$ cat src/rtl/spi_read_cache_pkg.sv
// Shared types, defaults and geometry helpers for the SPI read cache.
package spi_read_cache_pkg;

    localparam int LINES_DEF  = 16;
    localparam int ADDR_W_DEF = 8;
    localparam int STAT_W     = 16;

    typedef enum logic [2:0] {
        IDLE,
        FILL,
        WRITE,
        RESP,
        RELEASE
    } state_e;

    function automatic int idx_w(input int lines);
        return $clog2(lines);
    endfunction

    function automatic int tag_w(input int addr_w, input int lines);
        return addr_w - $clog2(lines);
    endfunction

endpackage

$ cat src/rtl/spi_read_cache_if.sv
// CPU-side and SPI-controller-side handshake bundle; slave is the cache's view.
interface spi_read_cache_if import spi_read_cache_pkg::*; #(
    parameter int ADDR_W = ADDR_W_DEF
);
    logic              cpu_req;
    logic              cpu_we;
    logic [ADDR_W-1:0] cpu_addr;
    logic [7:0]        cpu_wdata;
    logic [7:0]        cpu_rdata;
    logic              cpu_ready;
    logic              dn_req;
    logic              dn_we;
    logic [ADDR_W-1:0] dn_addr;
    logic [7:0]        dn_wdata;
    logic [7:0]        dn_rdata;
    logic              dn_ready;
    logic              inv;

    modport slave (
        input  cpu_req, cpu_we, cpu_addr, cpu_wdata, dn_rdata, dn_ready, inv,
        output cpu_rdata, cpu_ready, dn_req, dn_we, dn_addr, dn_wdata
    );

    modport master (
        output cpu_req, cpu_we, cpu_addr, cpu_wdata, dn_rdata, dn_ready, inv,
        input  cpu_rdata, cpu_ready, dn_req, dn_we, dn_addr, dn_wdata
    );
endinterface

$ cat src/rtl/spi_cache_tag_store.sv
// Direct-mapped valid/tag/data arrays: combinational lookup, one sync write port, sync clear-all.
module spi_cache_tag_store import spi_read_cache_pkg::*; #(
    parameter  int LINES  = LINES_DEF,
    parameter  int ADDR_W = ADDR_W_DEF,
    localparam int IDX_W  = idx_w(LINES),
    localparam int TAG_W  = tag_w(ADDR_W, LINES)
) (
    input  logic             clk,
    input  logic             reset,
    input  logic [IDX_W-1:0] rd_idx_i,
    input  logic [TAG_W-1:0] rd_tag_i,
    output logic             hit_o,
    output logic [7:0]       rd_data_o,
    input  logic             wr_en_i,
    input  logic [IDX_W-1:0] wr_idx_i,
    input  logic [TAG_W-1:0] wr_tag_i,
    input  logic [7:0]       wr_data_i,
    input  logic             clr_all_i
);
    logic [LINES-1:0] valid_q;
    logic [TAG_W-1:0] tag_q  [LINES];
    logic [7:0]       data_q [LINES];

    assign hit_o     = valid_q[rd_idx_i] && (tag_q[rd_idx_i] == rd_tag_i);
    assign rd_data_o = data_q[rd_idx_i];

    always_ff @(posedge clk or posedge reset) begin
        if (reset) begin
            valid_q <= '0;
        end else begin
            if (clr_all_i) valid_q <= '0;
            if (wr_en_i)   valid_q[wr_idx_i] <= 1'b1;
        end
    end

    // Tag/data need no reset: a line is only looked at once its valid bit is set.
    always_ff @(posedge clk) begin
        if (wr_en_i) begin
            tag_q[wr_idx_i]  <= wr_tag_i;
            data_q[wr_idx_i] <= wr_data_i;
        end
    end
endmodule

$ cat src/rtl/spi_read_cache.sv
// Write-through, write-allocate byte cache between the CPU port and the SPI memory controller.
// Optional SPI_READ_CACHE_STATS_EN adds saturating read hit/miss counters.
module spi_read_cache import spi_read_cache_pkg::*; #(
    parameter int LINES  = LINES_DEF,
    parameter int ADDR_W = ADDR_W_DEF
) (
    input  logic              clk,
    input  logic              reset,
    spi_read_cache_if.slave   bus
`ifdef SPI_READ_CACHE_STATS_EN
    ,
    output logic [STAT_W-1:0] hit_count,
    output logic [STAT_W-1:0] miss_count
`endif
);
    localparam int IDX_W = idx_w(LINES);
    localparam int TAG_W = tag_w(ADDR_W, LINES);

    state_e            state_q, state_d;
    logic [7:0]        rdata_q, rdata_d;
    logic              dn_req_q, dn_req_d;
    logic              dn_we_q, dn_we_d;
    logic [ADDR_W-1:0] dn_addr_q, dn_addr_d;
    logic [7:0]        dn_wdata_q, dn_wdata_d;
    logic              inv_pend_q, inv_pend_d;
    logic              hit, clr_all, wr_en;
    logic [7:0]        hit_data, wr_data;

    spi_cache_tag_store #(.LINES(LINES), .ADDR_W(ADDR_W)) u_store (
        .clk       (clk),
        .reset     (reset),
        .rd_idx_i  (bus.cpu_addr[IDX_W-1:0]),
        .rd_tag_i  (bus.cpu_addr[ADDR_W-1:IDX_W]),
        .hit_o     (hit),
        .rd_data_o (hit_data),
        .wr_en_i   (wr_en),
        .wr_idx_i  (dn_addr_q[IDX_W-1:0]),
        .wr_tag_i  (dn_addr_q[ADDR_W-1:IDX_W]),
        .wr_data_i (wr_data),
        .clr_all_i (clr_all)
    );

    assign wr_data = (state_q == FILL) ? bus.dn_rdata : dn_wdata_q;

    always_comb begin
        state_d    = state_q;
        rdata_d    = rdata_q;
        dn_req_d   = dn_req_q;
        dn_we_d    = dn_we_q;
        dn_addr_d  = dn_addr_q;
        dn_wdata_d = dn_wdata_q;
        inv_pend_d = inv_pend_q | bus.inv;
        clr_all    = 1'b0;
        wr_en      = 1'b0;
        case (state_q)
            IDLE: begin
                // A pending or same-cycle invalidate wipes the array and forces a miss.
                clr_all    = bus.inv | inv_pend_q;
                inv_pend_d = 1'b0;
                if (bus.cpu_req) begin
                    if (bus.cpu_we) begin
                        state_d    = WRITE;
                        dn_req_d   = 1'b1;
                        dn_we_d    = 1'b1;
                        dn_addr_d  = bus.cpu_addr;
                        dn_wdata_d = bus.cpu_wdata;
                    end else if (hit && !clr_all) begin
                        state_d = RESP;
                        rdata_d = hit_data;
                    end else begin
                        state_d   = FILL;
                        dn_req_d  = 1'b1;
                        dn_we_d   = 1'b0;
                        dn_addr_d = bus.cpu_addr;
                    end
                end
            end
            FILL: if (bus.dn_ready) begin
                wr_en    = 1'b1;
                rdata_d  = bus.dn_rdata;
                dn_req_d = 1'b0;
                state_d  = RESP;
            end
            WRITE: if (bus.dn_ready) begin
                wr_en    = 1'b1;
                rdata_d  = dn_wdata_q;
                dn_req_d = 1'b0;
                dn_we_d  = 1'b0;
                state_d  = RESP;
            end
            RESP:    state_d = RELEASE;
            RELEASE: if (!bus.cpu_req) state_d = IDLE;
            default: state_d = IDLE;
        endcase
    end

    always_ff @(posedge clk or posedge reset) begin
        if (reset) begin
            state_q    <= IDLE;
            rdata_q    <= '0;
            dn_req_q   <= 1'b0;
            dn_we_q    <= 1'b0;
            dn_addr_q  <= '0;
            dn_wdata_q <= '0;
            inv_pend_q <= 1'b0;
        end else begin
            state_q    <= state_d;
            rdata_q    <= rdata_d;
            dn_req_q   <= dn_req_d;
            dn_we_q    <= dn_we_d;
            dn_addr_q  <= dn_addr_d;
            dn_wdata_q <= dn_wdata_d;
            inv_pend_q <= inv_pend_d;
        end
    end

    assign bus.cpu_rdata = rdata_q;
    assign bus.cpu_ready = (state_q == RESP);
    assign bus.dn_req    = dn_req_q;
    assign bus.dn_we     = dn_we_q;
    assign bus.dn_addr   = dn_addr_q;
    assign bus.dn_wdata  = dn_wdata_q;

`ifdef SPI_READ_CACHE_STATS_EN
    logic              is_rd_q, is_hit_q;
    logic [STAT_W-1:0] hit_cnt_q, miss_cnt_q;

    // Classify the access when it leaves IDLE; count it on its RESP cycle.
    always_ff @(posedge clk or posedge reset) begin
        if (reset) begin
            is_rd_q    <= 1'b0;
            is_hit_q   <= 1'b0;
            hit_cnt_q  <= '0;
            miss_cnt_q <= '0;
        end else begin
            if (state_q == IDLE && state_d != IDLE) begin
                is_rd_q  <= !bus.cpu_we;
                is_hit_q <= (state_d == RESP);
            end
            if (clr_all) begin
                hit_cnt_q  <= '0;
                miss_cnt_q <= '0;
            end else if (state_q == RESP && is_rd_q) begin
                if (is_hit_q && hit_cnt_q != '1)         hit_cnt_q  <= hit_cnt_q + 1'b1;
                else if (!is_hit_q && miss_cnt_q != '1)  miss_cnt_q <= miss_cnt_q + 1'b1;
            end
        end
    end

    assign hit_count  = hit_cnt_q;
    assign miss_count = miss_cnt_q;
`endif
endmodule

$ cat src/flat_wrapper.sv
// flat-port wrapper written by rule: the top's interface ports become plain ports
module spi_read_cache_flat import spi_read_cache_pkg::*;
#(
    parameter int LINES  = LINES_DEF,
    parameter int ADDR_W = ADDR_W_DEF
)
  (clk, reset, bus_cpu_req, bus_cpu_we, bus_cpu_addr, bus_cpu_wdata, bus_dn_rdata, bus_dn_ready, bus_inv, bus_cpu_rdata, bus_cpu_ready, bus_dn_req, bus_dn_we, bus_dn_addr, bus_dn_wdata);
  spi_read_cache_if #(.ADDR_W(ADDR_W)) bus_i ();
  input  logic clk;
  input  logic reset;
  input wire logic [$bits(bus_i.cpu_req)-1:0] bus_cpu_req;
  input wire logic [$bits(bus_i.cpu_we)-1:0] bus_cpu_we;
  input wire logic [$bits(bus_i.cpu_addr)-1:0] bus_cpu_addr;
  input wire logic [$bits(bus_i.cpu_wdata)-1:0] bus_cpu_wdata;
  input wire logic [$bits(bus_i.dn_rdata)-1:0] bus_dn_rdata;
  input wire logic [$bits(bus_i.dn_ready)-1:0] bus_dn_ready;
  input wire logic [$bits(bus_i.inv)-1:0] bus_inv;
  output wire logic [$bits(bus_i.cpu_rdata)-1:0] bus_cpu_rdata;
  output wire logic [$bits(bus_i.cpu_ready)-1:0] bus_cpu_ready;
  output wire logic [$bits(bus_i.dn_req)-1:0] bus_dn_req;
  output wire logic [$bits(bus_i.dn_we)-1:0] bus_dn_we;
  output wire logic [$bits(bus_i.dn_addr)-1:0] bus_dn_addr;
  output wire logic [$bits(bus_i.dn_wdata)-1:0] bus_dn_wdata;
  assign bus_i.cpu_req = bus_cpu_req;
  assign bus_i.cpu_we = bus_cpu_we;
  assign bus_i.cpu_addr = bus_cpu_addr;
  assign bus_i.cpu_wdata = bus_cpu_wdata;
  assign bus_i.dn_rdata = bus_dn_rdata;
  assign bus_i.dn_ready = bus_dn_ready;
  assign bus_i.inv = bus_inv;
  assign bus_cpu_rdata = bus_i.cpu_rdata;
  assign bus_cpu_ready = bus_i.cpu_ready;
  assign bus_dn_req = bus_i.dn_req;
  assign bus_dn_we = bus_i.dn_we;
  assign bus_dn_addr = bus_i.dn_addr;
  assign bus_dn_wdata = bus_i.dn_wdata;
  spi_read_cache #(.LINES(LINES), .ADDR_W(ADDR_W)) u_core (.clk(clk), .reset(reset), .bus(bus_i));
endmodule
$ cat config.mk
export PLATFORM = sky130hd
export DESIGN_NAME = spi_read_cache_flat
export DESIGN_NICKNAME = d
export VERILOG_FILES = /design/src/rtl/spi_read_cache_pkg.sv /design/src/rtl/spi_read_cache_if.sv /design/src/rtl/spi_cache_tag_store.sv /design/src/rtl/spi_read_cache.sv /design/src/flat_wrapper.sv
export SDC_FILE = /design/constraint.sdc
export NUM_CORES = 1
export LEC_CHECK = 0
export ABC_AREA = 1
export CORE_MARGIN = 2
export CORE_UTILIZATION = 64
export DETAILED_ROUTE_END_ITERATION = 6
export GPL_TIMING_DRIVEN = 0
export PLACE_DENSITY = 0.86
export REMOVE_ABC_BUFFERS = 1
export SETUP_SLACK_MARGIN = 0.3
export SYNTH_ARGS = -nofsm -noshare
export SYNTH_HDL_FRONTEND = slang
export SYNTH_SLANG_ARGS = --single-unit
$ cat constraint.sdc
create_clock -name clk -period 4 [get_ports clk]
set_input_delay 0.8 -clock clk [delete_from_list [all_inputs] [get_ports clk]]
set_output_delay 0.8 -clock clk [all_outputs]
set_load 0.02 [all_outputs]
==> impl.org, run 1 <==
** Floorplan
- Chip width :: between 100 and 150 um
- The total area inside the core boundary comes to between 0.015 and 0.02 sq mm.
- Starting density of the core :: 0.651
- In this run the core area contains 46 standard-cell rows.
- Ports placed on the boundary :: 57
- The die covers approximately 0.017 sq mm.
- Vertical die dimension :: 131 um

** Timing
- Max Fclk :: roughly 290 MHz
- Headroom to the max-slew limit came out at 0.0385.
- After layout, the worst setup slack is about 550 ps.
- The number of hold-slack violations in the final timing report is 0.
- The worst path needs roughly 3400 ps of the cycle, external delays included.
- Total Neg Setup Slack :: 0 ps
- Dividing the final minimum period by the clock period gives 0.862.
- Final hold slack :: about 480 ps
- Transition at the pin with the smallest max-transition slack :: between 1000 and 1500 ps
- The total count of max-transition violations in the final report was 0.
- On the final layout, the worst clock skew is 14.7 ps.
- Setup repair after global routing left no endpoint under its margin.
- Number of endpoints failing setup at the final stage :: 0

** Worst hold path
- Worst hold path startpoint :: u_core.bus.dn_we
- The worst hold path was traced through 2 stages.
- Class of the worst hold path :: reg -> reg
- The worst hold path terminates at u_core.bus.dn_we.

** Detailed routing
- Number of DRC markers after the initial detailed-route iteration :: 921
- After detailed routing, the average wire length per cell comes to 19.1 um.
- DRC violations left :: 0
- The routed design has 23900 um of wire.
- Once detail routing completed, the nets flagged for antenna violations numbered 0.
- Detailed-route vias per instance :: 5.93
- Overall via count from detail_route :: between 7000 and 8000
- The first detailed-routing pass ran for 5 iterations.

** Worst setup path
- Critical path's slowest cell :: sky130_fd_sc_hd__nor2_1
- In this run the critical register-to-register path is launched from u_core.state_q[2].
- STA puts the critical path data arrival time at between 3000 and 4000 ps.
- The largest single stage delay on the critical path is 1150 ps.
- Measured in cells, the most critical reg-to-reg path has a length of 7.
- Count of buffering cells on the critical path with inverters included :: 2
- Required time worst endpoint :: 4110 ps
- Most frequent cell on the critical path :: sky130_fd_sc_hd__inv_2
- Crit path kind :: reg -> reg
- The endpoint identified for the worst register-to-register timing path is u_core.u_store.data_q[13][2].
- The worst setup path is launched from a flop.
- Sequence of cells on the critical path :: nor3_4 -> inv_2 -> nand2_1 -> inv_2 -> nor2_2 -> nand3_1 -> nor2_1
- Max Fanout on Critical Path :: 17
- Grouping stages by cell kind, the critical path spends the most delay in simple AND/OR/NAND/NOR gates.
- STA classifies the critical path endpoint as a flop.
- Register-to-register path setup slack :: 550 ps

** Yosys
- Count of yosys warnings during synthesis :: 0
- Total standard cell area after synthesis :: around 0.010 sq mm
- The synthesized design contains between 200 and 250 register bits.
- Predominant post-synthesis flop cell :: sky130_fd_sc_hd__edfxtp_1
- The synthesized design spends more area on one cell type than any other, namely sky130_fd_sc_hd__edfxtp_1.
- The most common cell in the synthesized netlist is sky130_fd_sc_hd__nand2_1.
- The cell count after synthesis came out at 978.
- Counting instances in the post-synthesis netlist gives the leading cell types as sky130_fd_sc_hd__nand2_1 (212), sky130_fd_sc_hd__edfxtp_1 (192), sky130_fd_sc_hd__nor2_1 (138).
- In the synthesized netlist the async set-or-reset flop fraction comes to 0.193.
- The netlist uses 27 different library cells.
- Leading cell types by total area after synthesis :: sky130_fd_sc_hd__edfxtp_1 (56%), sky130_fd_sc_hd__dfrtp_1 (11%), sky130_fd_sc_hd__nand2_1 (7.7%)
- Averaged over all synthesized cells, the footprint is between 10 and 15 sq um.
- The share of the Yosys chip area taken by registers is 0.673.
- Yosys mapped a number of flops with a built-in enable equal to roughly 190.
- Yosys top cell area share :: 0.561

** Global route
- The via count of the first global-routing pass came to just over 7000.
- The first global-routing pass estimated between 30000 and 40000 um of wire.
- Number of antenna violations at the first check in global routing :: 0
- Entering global routing, the biggest net connects about 110 pins.
- Leftover overflow at the end of global routing :: 0
- GR Util All Layers :: 0.279

** Clock tree
- CTS placed an instance of sky130_fd_sc_hd__clkbuf_16 at the clock tree root.
- CTS tree :: done
- In this run the number of H-tree levels came out at 1.
- Bufs on Longest Clock Path :: 3
- Clock-pin slew on the worst setup and hold paths :: 60 ps
- Sinks on Clock Net :: around 240
- Later-pin clock latency in the skew report :: between 500 and 600 ps
- The number of hold buffers added after CTS was 0.
- The number of clock buffers added by TritonCTS is 23.
- Number of buffers inserted by post-CTS setup repair :: 0

** Finish
- The repair_antennas step left the layout with diodes totalling 0.
- The finished layout holds ~1200 standard cells, fillers aside.
- In the final layout, the share of cells above drive strength 1 is 0.0561.
- Final net count :: between 1000 and 1500
- Compared with the post-synthesis result, the final layout area differs by 12.7%.

** Pwr
- Pwr dens :: around 650 mW/mm^2
- Switching power :: roughly 2.4 mW
- Power consumption :: between 7 and 8 mW
- Leakage :: 4.52 nW
- Of the total power, the share spent switching nets is 0.323.
- Worst ir drop on vdd :: 0.616 mV
- Combinational share of power :: 0.249
- Portion of total power attributed to the clock network :: 0.266
- Cell internal power dissipation :: about 5.1 mW
- The share of total power dissipated in sequential elements is 0.485.

** Placement
- Setup Slack @ Placement :: -848 ps
- Port buffering added between 50 and 60 buffers.
- Number of placed instances, taps included :: ~1200
- At the end of routability-driven placement, the weighted congestion stood at 0.840.
- Detailed placement ended at an HPWL of roughly 14000 um.

** Status
- Run status :: finished, final reports clean

** Run
- Across the run, the number of max-cap violations was 0.
## timing repair
item | 4_1_cts | 5_1_grt
cloned | 0 | 0
endpoints found under the setup margin | 19 | 17
resized for setup | 4 | 1
## area by class of cell
cell class | count | area (sq um)
Clock buffer | 26 | 587
Clock inverter | 15 | 91.3
Fill cell | 1062 | 4200
Inverter | 89 | 353
Multi-Input combinational cell | 604 | 2720
Sequential cell | 238 | 6920
Tap cell | 216 | 270
Timing Repair Buffer | 61 | 632
## worst max path at each step
| stage | end | start | depth (start not counted) |
|---|---|---|---|
| 2_1_floorplan | u_core.bus.cpu_rdata[0] | bus_cpu_addr[1] | 12 |
| 3_3_place_gp | u_core.bus.dn_addr[5] | bus_cpu_addr[0] | 13 |
| 3_5_place_dp | u_core.bus.dn_addr[6] | bus_cpu_addr[1] | 12 |
| 4_1_cts | u_core.bus.dn_addr[0] | bus_cpu_addr[1] | 12 |
| 5_1_grt | u_core.u_store.data_q[10][4] | u_core.state_q[2] | 7 |
| 6_report | u_core.u_store.data_q[13][2] | u_core.state_q[2] | 7 |
## worst register-to-register path, cell delays in order (launching register included)
cell	delay [ps]
sky130_fd_sc_hd__dfrtp_1	460
sky130_fd_sc_hd__nor3_4	620
sky130_fd_sc_hd__inv_2	70
sky130_fd_sc_hd__nand2_1	100
sky130_fd_sc_hd__inv_2	100
sky130_fd_sc_hd__nor2_2	240
sky130_fd_sc_hd__nand3_1	310
sky130_fd_sc_hd__nor2_1	1160
## metrics by stage
step | instance area (sq um) | util
CTS | 11600 | 0.733
global placement | 10800 | 0.685
floorplan | 9970 | -
global route | 11600 | 0.734
finish | 11600 | 0.734
detailed placement | 10900 | 0.689
## logic make-up after synthesis
kind of cell	after synthesis	synth area share
buffers and inverters	136	0.0621
AOI/OAI and AO/OA	161	0.0857
DFF	238	0.673
and+or+nand+nor	443	0.179
## cell usage in the layout, fill, tap and decap left out, drive strengths merged
master,count
dlymetal6s2s,1
inv,88
clkbuf,27
nand3,82
o22ai,10
o211ai,18
nor3,1
dfrtp,46
edfxtp,192
bufinv,2
clkinv,13
nand4,2
clkdlybuf4s50,53
nand2,216
buf,6
o21ai,121
a31o,1
nor2,142
o21bai,1
a21oi,10
clkinvlp,1
## power groups by stage
stage	clock (mW)	combinational [mW]	sequential, mW
4_1_cts	2.00	1.84	3.63
6_report	1.99	1.86	3.63
3_3_place_gp	0	1.72	3.66
3_5_place_dp	0	1.83	3.68
2_1_floorplan	0	0.933	3.75
5_1_grt	2.10	2.03	3.66
## registers in the layout (all words and copies together), names as in the netlist
register,flops
u_core.bus.cpu_rdata,8
u_core.bus.dn_addr,8
u_core.bus.dn_req,1
u_core.bus.dn_wdata,8
u_core.bus.dn_we,1
u_core.inv_pend_q,1
u_core.state_q,3
u_core.u_store.data_q,128
u_core.u_store.tag_q,64
u_core.u_store.valid_q,16
## routing by layer
layer | GRT usage | share of wire | vias to the layer above
met5 | 0 | 0 | -
li1 | - | - | 3389
met2 | 0.482 | 0.50 | 399
met4 | 0.114 | 0.033 | 0
met1 | 0.361 | 0.38 | 3538
met3 | 0.0407 | 0.080 | 75
Power figures use the tool's default switching activity.
==> run 2: changes to the inputs <==
HOLD_SLACK_MARGIN = 0.08   (was unset)
==> results of run 2 <==
Same layout as run 1: the final DEF is identical, and so are final timing and power.
==> run 3: changes to the inputs <==
CAP_MARGIN = 20   (was unset)
CORE_UTILIZATION = 65   (was 64)
DONT_BUFFER_PORTS = 1   (was unset)
PLACE_DENSITY = 0.82   (was 0.86)
==> run 3 against run 2 <==
Net effect:
- critical path type unchanged
- global-route usage shrank 0.68 points
- first-iteration DRC count shrank 14%
- die area is 1.5% lower
- core utilization grew 0.14 points
- register-to-register slack improved by 380 ps
- hold slack worse by 290 ps
- setup slack improved by 380 ps
- combinational power decreased by 24%
- sequential cell count unchanged
- highest routed layer unchanged
- design area is 2.7% lower
- sequential share of layout area up 1.7 points
- wire length shrank 5.0%
==> impl.org, run 3 (synthesis gave the netlist of run 1 again) <==
** Clock tree
- Bufs on Longest Clock Path :: 3 (unchanged)
- Clock-pin slew on the worst setup and hold paths :: 60 ps (about the same)
- TritonCTS buffer count :: 23 (unchanged)
- CTS root buffer :: sky130_fd_sc_hd__clkbuf_16
- The number of buffers inserted by post-CTS setup repair came to 0 (unchanged).
- The number of H-tree levels is 1 (unchanged).
- The number of buffers inserted for hold repair after clock tree synthesis was 0 (unchanged).
- Later-pin clock latency in the skew report :: 520 ps (about the same)
- The number of cells upsized or downsized after cts was 0 (-4).
- Sinks on Clock Net :: 238 (unchanged)
- TritonCTS built the clock tree.

** Placement
- Gpl congestion :: 0.848 (+1.0%)
- The number of instances in the placed design came to 1167 (-3.3%).
- Count of buffers inserted at the top-level ports :: 0 (-100%)
- The total placed instance area came to 0.0105 sq mm (-3.5%).
- The final HPWL from detailed placement was 14000 um (+0.18%).

** Timing
- The final critical-path required period is 3060 ps (-385 ps).
- Final Slew Violations :: 0 (unchanged)
- Final hold slack :: 180 ps (-295 ps)
- The worst max-slew margin expressed relative to the limit came to 0.278 (+0.240).
- The maximum clock frequency is 326 MHz (+13%).
- The worst clock skew on the final layout is 10.4 ps (-4.39 ps).
- RSZ-0062 raised after global routing :: false
- The final setup violation count is 0 (unchanged).
- Total Neg Setup Slack :: 0 ps (unchanged)
- The actual slew at the worst max-slew pin was 1080 ps (-361 ps).
- Hold Violations, Final :: 0 (unchanged)
- The final clock period utilization by the worst path came to 0.766 (-0.0962).

** Pwr
- Pwr dens :: 652 mW/mm^2 (+0.93%)
- The maximum vdd ir drop came to 0.467 mV (-24%).
- Leakage :: 4.43 nW (-1.8%)

** Floorplan
- The starting density of the core is 0.671 (+0.0194).
- Site row count :: 45 (-2.2%)
- The number of top-level pins came to 57 (unchanged).
- Chip width :: 130 um (-0.75%)
- The area of the core is 0.0153 sq mm (-2.9%).
- Full die area :: 0.0168 sq mm (-1.5%)
- The floorplan die height was 130 um (-0.75%).

** Worst setup path
- Most frequent cell on the critical path :: sky130_fd_sc_hd__inv_2
- The worst setup path is of the reg -> reg kind.
- Required time worst endpoint :: 4220 ps (+110 ps)
- The register-to-register path setup slack was 940 ps (+380 ps).
- The highest cell delay on the worst timing path is 720 ps (-430 ps).
- The largest driver fanout on the critical path is 17 (unchanged).
- Signal arrival time at the worst endpoint :: 3290 ps (-270 ps)
- Kind of end point of the critical path :: flop
- Walking the worst path, the cells encountered are nor3_4 -> inv_2 -> nand2_1 -> inv_2 -> nor2_2 -> nand3_1 -> nor2_1 -> buf_6.
- The slowest stage of the critical path belongs to the cell sky130_fd_sc_hd__nor2_1.
- Kind of start point of the critical path :: flop

** Global route
- The global routing usage summed across all routing layers was 0.273 (-0.00682).
- The via count of the first global-routing pass was 6802 (-4.0%).
- Maximum number of pins on one net before global-route repair :: 107 (+1.9%)
- The wire length of the first global-routing pass was 34900 um (-3.3%).
- The total global routing overflow was 0 (unchanged).
- The number of antenna violations at the first check in global routing is 0 (unchanged).

** Finish
- Number of standard cells in the layout, taps in and fillers out :: 1209 (-3.2%)
- Sequential cell area in the final layout :: 0.00692 sq mm (unchanged)
- Area overhead of the layout relative to synthesis :: 9.61%
- The fraction of final layout cells sized beyond drive strength 1 is 0.0802 (+0.0240).
- The number of diodes was 0 (unchanged).
- In the layout the commonest cells are sky130_fd_sc_hd__nand2_1 (212), sky130_fd_sc_hd__edfxtp_1 (192), sky130_fd_sc_hd__nor2_1 (138).
- Most frequent standard cell in the layout excluding fill and tap cells :: sky130_fd_sc_hd__nand2_1
- Ranked by flip-flop count, first place goes to u_core.u_store.data_q.
- The largest registers in the layout are u_core.u_store.data_q: 128 flops, u_core.u_store.tag_q: 64 flops, u_core.u_store.valid_q: 16 flops.
- The total of fill cells in the finished design came to 981 (-7.6%).
- Max reg flops :: 128 (unchanged)
- The multi-input logic area was 0.00272 sq mm (-0.18%).
- Post-route standard cell area excluding fillers :: 0.0113 sq mm (-2.7%)
- Final net count :: 1011 (-3.4%)

** Status
- The run finished with clean final reports.

** Run
- Maxcap violations :: 0 (unchanged)

** Detailed routing
- The met3 wire length was 2250 um (+19%).
- The average wire per standard cell is 18.8 um (-1.9%).
- Number of iterations in the first detailed-routing pass :: 5 (unchanged)
- Met2 Routed Length :: 11100 um (-7.6%)
- The total via count in the routed design came to 7186 (-2.9%).
- Routed metal-1 wire length :: 8450 um (-7.5%)
- The total wirelength of the detailed-routed design came to 22700 um (-5.0%).
- Highest metal layer used by the detailed router :: met4
- The per-cell via count in the routed design came to 5.94 (+0.31%).
- The remaining antenna violation count came to 0 (unchanged).
- Number of DRC markers after the initial detailed-route iteration :: 794 (-14%)
- The number of design rule violations left after detail routing came to 0 (unchanged).

** Worst hold path
- The min-delay analysis places its worst path in the category in -> async.
==> run 3: where the power goes <==
group          leakage, nW  switching, mW  internal, mW
combinational         1.75           1.03         0.381
clock                0.378          0.889          1.27
sequential            2.31          0.403          3.37
==> run 3: worst paths after layout <==
| path | from | to | depth (start not counted) |
|---|---|---|---|
| min reg2reg | u_core.u_store.valid_q[11] | u_core.u_store.valid_q[11] | 2 |
| max reg2reg | u_core.state_q[2] | u_core.u_store.tag_q[13][1] | 8 |
| min | reset | u_core.bus.dn_addr[2] | 1 |
| max | u_core.state_q[2] | u_core.u_store.tag_q[13][1] | 8 |
| min in group clk | bus_dn_ready | u_core.state_q[0] | 1 |
| max in group asynchronous | reset | u_core.bus.dn_wdata[6] | 2 |
==> run 3: metal layers <==
layer  track usage  up-vias
met4         0.116        0
met3        0.0574       80
met2         0.450      387
met1         0.356     3408
met5             0        -
li1              -     3311
==> run 3: metrics by stage <==
step / util / total power, mW / setup slack, ps
2_1_floorplan: - / 4.69 / 1530
3_3_place_gp: 0.669 / 5.08 / 701
3_5_place_dp: 0.685 / 5.20 / 1040
4_1_cts: 0.735 / 7.33 / 1020
5_1_grt: 0.735 / 7.64 / 707
6_report: 0.735 / 7.35 / 936
==> run 3: worst max-delay path, delay by kind of cell (launching register included) <==
kind	cells	cell delay [ps]
flops	1	450
simple gates	5	1910
buf+inv	3	400
==> run 3: area by class of cell <==
cell class	instances	area share
Tap cell	211	0.0234
Timing Repair Buffer	25	0.0223
Clock inverter	8	0.00722
Inverter	89	0.0301
Multi-Input combinational cell	604	0.241
Clock buffer	34	0.0612
Sequential cell	238	0.614
==> edit (flow settings as in run 2) <==
The 5 states of `state_e` get a one-hot encoding in 5 bits.
--- a/src/rtl/spi_read_cache_pkg.sv
+++ b/src/rtl/spi_read_cache_pkg.sv
@@ -5,12 +5,12 @@
     localparam int ADDR_W_DEF = 8;
     localparam int STAT_W     = 16;
 
-    typedef enum logic [2:0] {
-        IDLE,
-        FILL,
-        WRITE,
-        RESP,
-        RELEASE
+    typedef enum logic [4:0] {
+        IDLE    = 5'b00001,
+        FILL    = 5'b00010,
+        WRITE   = 5'b00100,
+        RESP    = 5'b01000,
+        RELEASE = 5'b10000
     } state_e;
 
     function automatic int idx_w(input int lines);
Formal check against the unedited RTL: same outputs for any inputs over 4 cycles, from zero or initial values and one cycle with reset high; so few cycles prove little.
==> edit against run 2 <==
  * Setup slack worse by 100 ps
  * Cell area increased by 0.44%
  * Worst hold slack better by 8.4 ps
  * Clock power rose by 21%
  * Wire length rose by 0.79%
  * Sequential cell count is 2 higher
  * Power is essentially flat
  * Area after synthesis is 2.1% lower
  * Critical endpoint is now u_core.u_store.tag_q[11][0]
  * Largest cell class unchanged
==> edit: results (changes against run 2) <==
metric,value,unit,change
status,completed,,
per-cell routed wire length,20.2,um,+5.9%
WL final,24.1,mm,+0.79%
Clock Pin Slew Worst Setup and Hold Paths,60,ps,about the same
cts bufs inserted,24,,+4.3%
Global Route Usage Sum,29.2,%,+1.2 points
initial antenna violation count,0,,unchanged
crit path max fanout,18,,+1
P_leak,4.38,nW,-3.0%
Vias,7288,,-1.5%
synth unique cells,28,,+3.7%
slew of the pin with the lowest slew margin,1350,ps,-86.1 ps
Synth async-reset ratio,20.0,%,+0.67 points
share of post-route cells with drive strength above 1,7.46,%,+1.8 points
placed cell area,10700,um2,-1.3%
met3 routed WL,2.26,mm,+19%
CP top delay family,simple AND/OR/NAND/NOR gates,,
initial DRC count,921,,unchanged
HPWL after DPL,13.6,mm,-2.3%
RR Startpoint,u_core.state_q[3],,
largest stage delay on the critical path,990,ps,-160 ps
Worst EP arrival,3680,ps,+120 ps
met3 Resource Use GR,4.50,%,+0.43 points
Max IR drop VDD,0.537,mV,-13%
fin crit period,3550,ps,+103 ps
WL met2,12.3,mm,+1.9%
"Seq/Total Area, Yosys",69.3,%,+2.0 points
largest net degree at the start of global routing,106,,+0.95%
Post-Syn Area per Cell,11.0,um2,+4.4%
Post-Route M1 WL,8.88,mm,-2.9%
"area leader, netlist",edfxtp_1,,
first-pass GRT wire length,36.8,mm,+2.1%
Clock H-tree levels,1,,unchanged
Layout Nets,990,,-5.4%
Cells after DPL,1144,,-5.2%
met1 Track Usage GR,38.8,%,+2.8 points
synth top area cells,"edfxtp_1 57%, dfrtp_1 12%, nand2_1 6.9%",,
Switching Share,30.3,%,-2.0 points
YS warnings,0,,unchanged
pre-CTS setup slack,-652,ps,+196 ps
diode count,0,,unchanged
Compound-Gate Fraction of Synth Area,9.98,%,+1.4 points
Port Buffers,56,,unchanged
skew final,13.2,ps,-1.59 ps
r2r endpoint,u_core.u_store.tag_q[11][0],,
GPL Wtd Cong,0.840,,about the same
CP Class,reg -> reg,,
met2 Use GR,50.2,%,+2.0 points
hold slack,483,ps,+8.40 ps
vias in the first global route,6960,,-1.8%
DRT Pass-1 Iters,6,,+1
"top cells by count, synth","192 x edfxtp_1, 186 x nand2_1, 130 x nor2_1",,
-- edit: timing repair --
action | 4_1_cts | 5_1_grt
hold buffers | 0 | 0
endpoints found under the setup margin | 20 | 101
cloned | 1 | 0
setup buffers | 0 | 0
gates resized for setup | 4 | 4
-- edit: power groups by stage --
stage / clock network [mW] / registers, mW / logic (mW)
2_1_floorplan: 0 / 3.55 / 0.786
3_3_place_gp: 0 / 3.46 / 1.52
3_5_place_dp: 0 / 3.47 / 1.59
4_1_cts: 2.42 / 3.42 / 1.62
5_1_grt: 2.51 / 3.45 / 1.78
6_report: 2.41 / 3.42 / 1.65
-- edit: area by class of cell --
cell class / count / area (um2)
Tap cell: 211 / 264
Sequential cell: 240 / 6970
Fill cell: 941 / 3630
Clock inverter: 9 / 121
Clock buffer: 35 / 756
Timing Repair inverter: 1 / 5.00
Multi-Input combinational cell: 573 / 2650
Inverter: 59 / 230
Timing Repair Buffer: 61 / 634
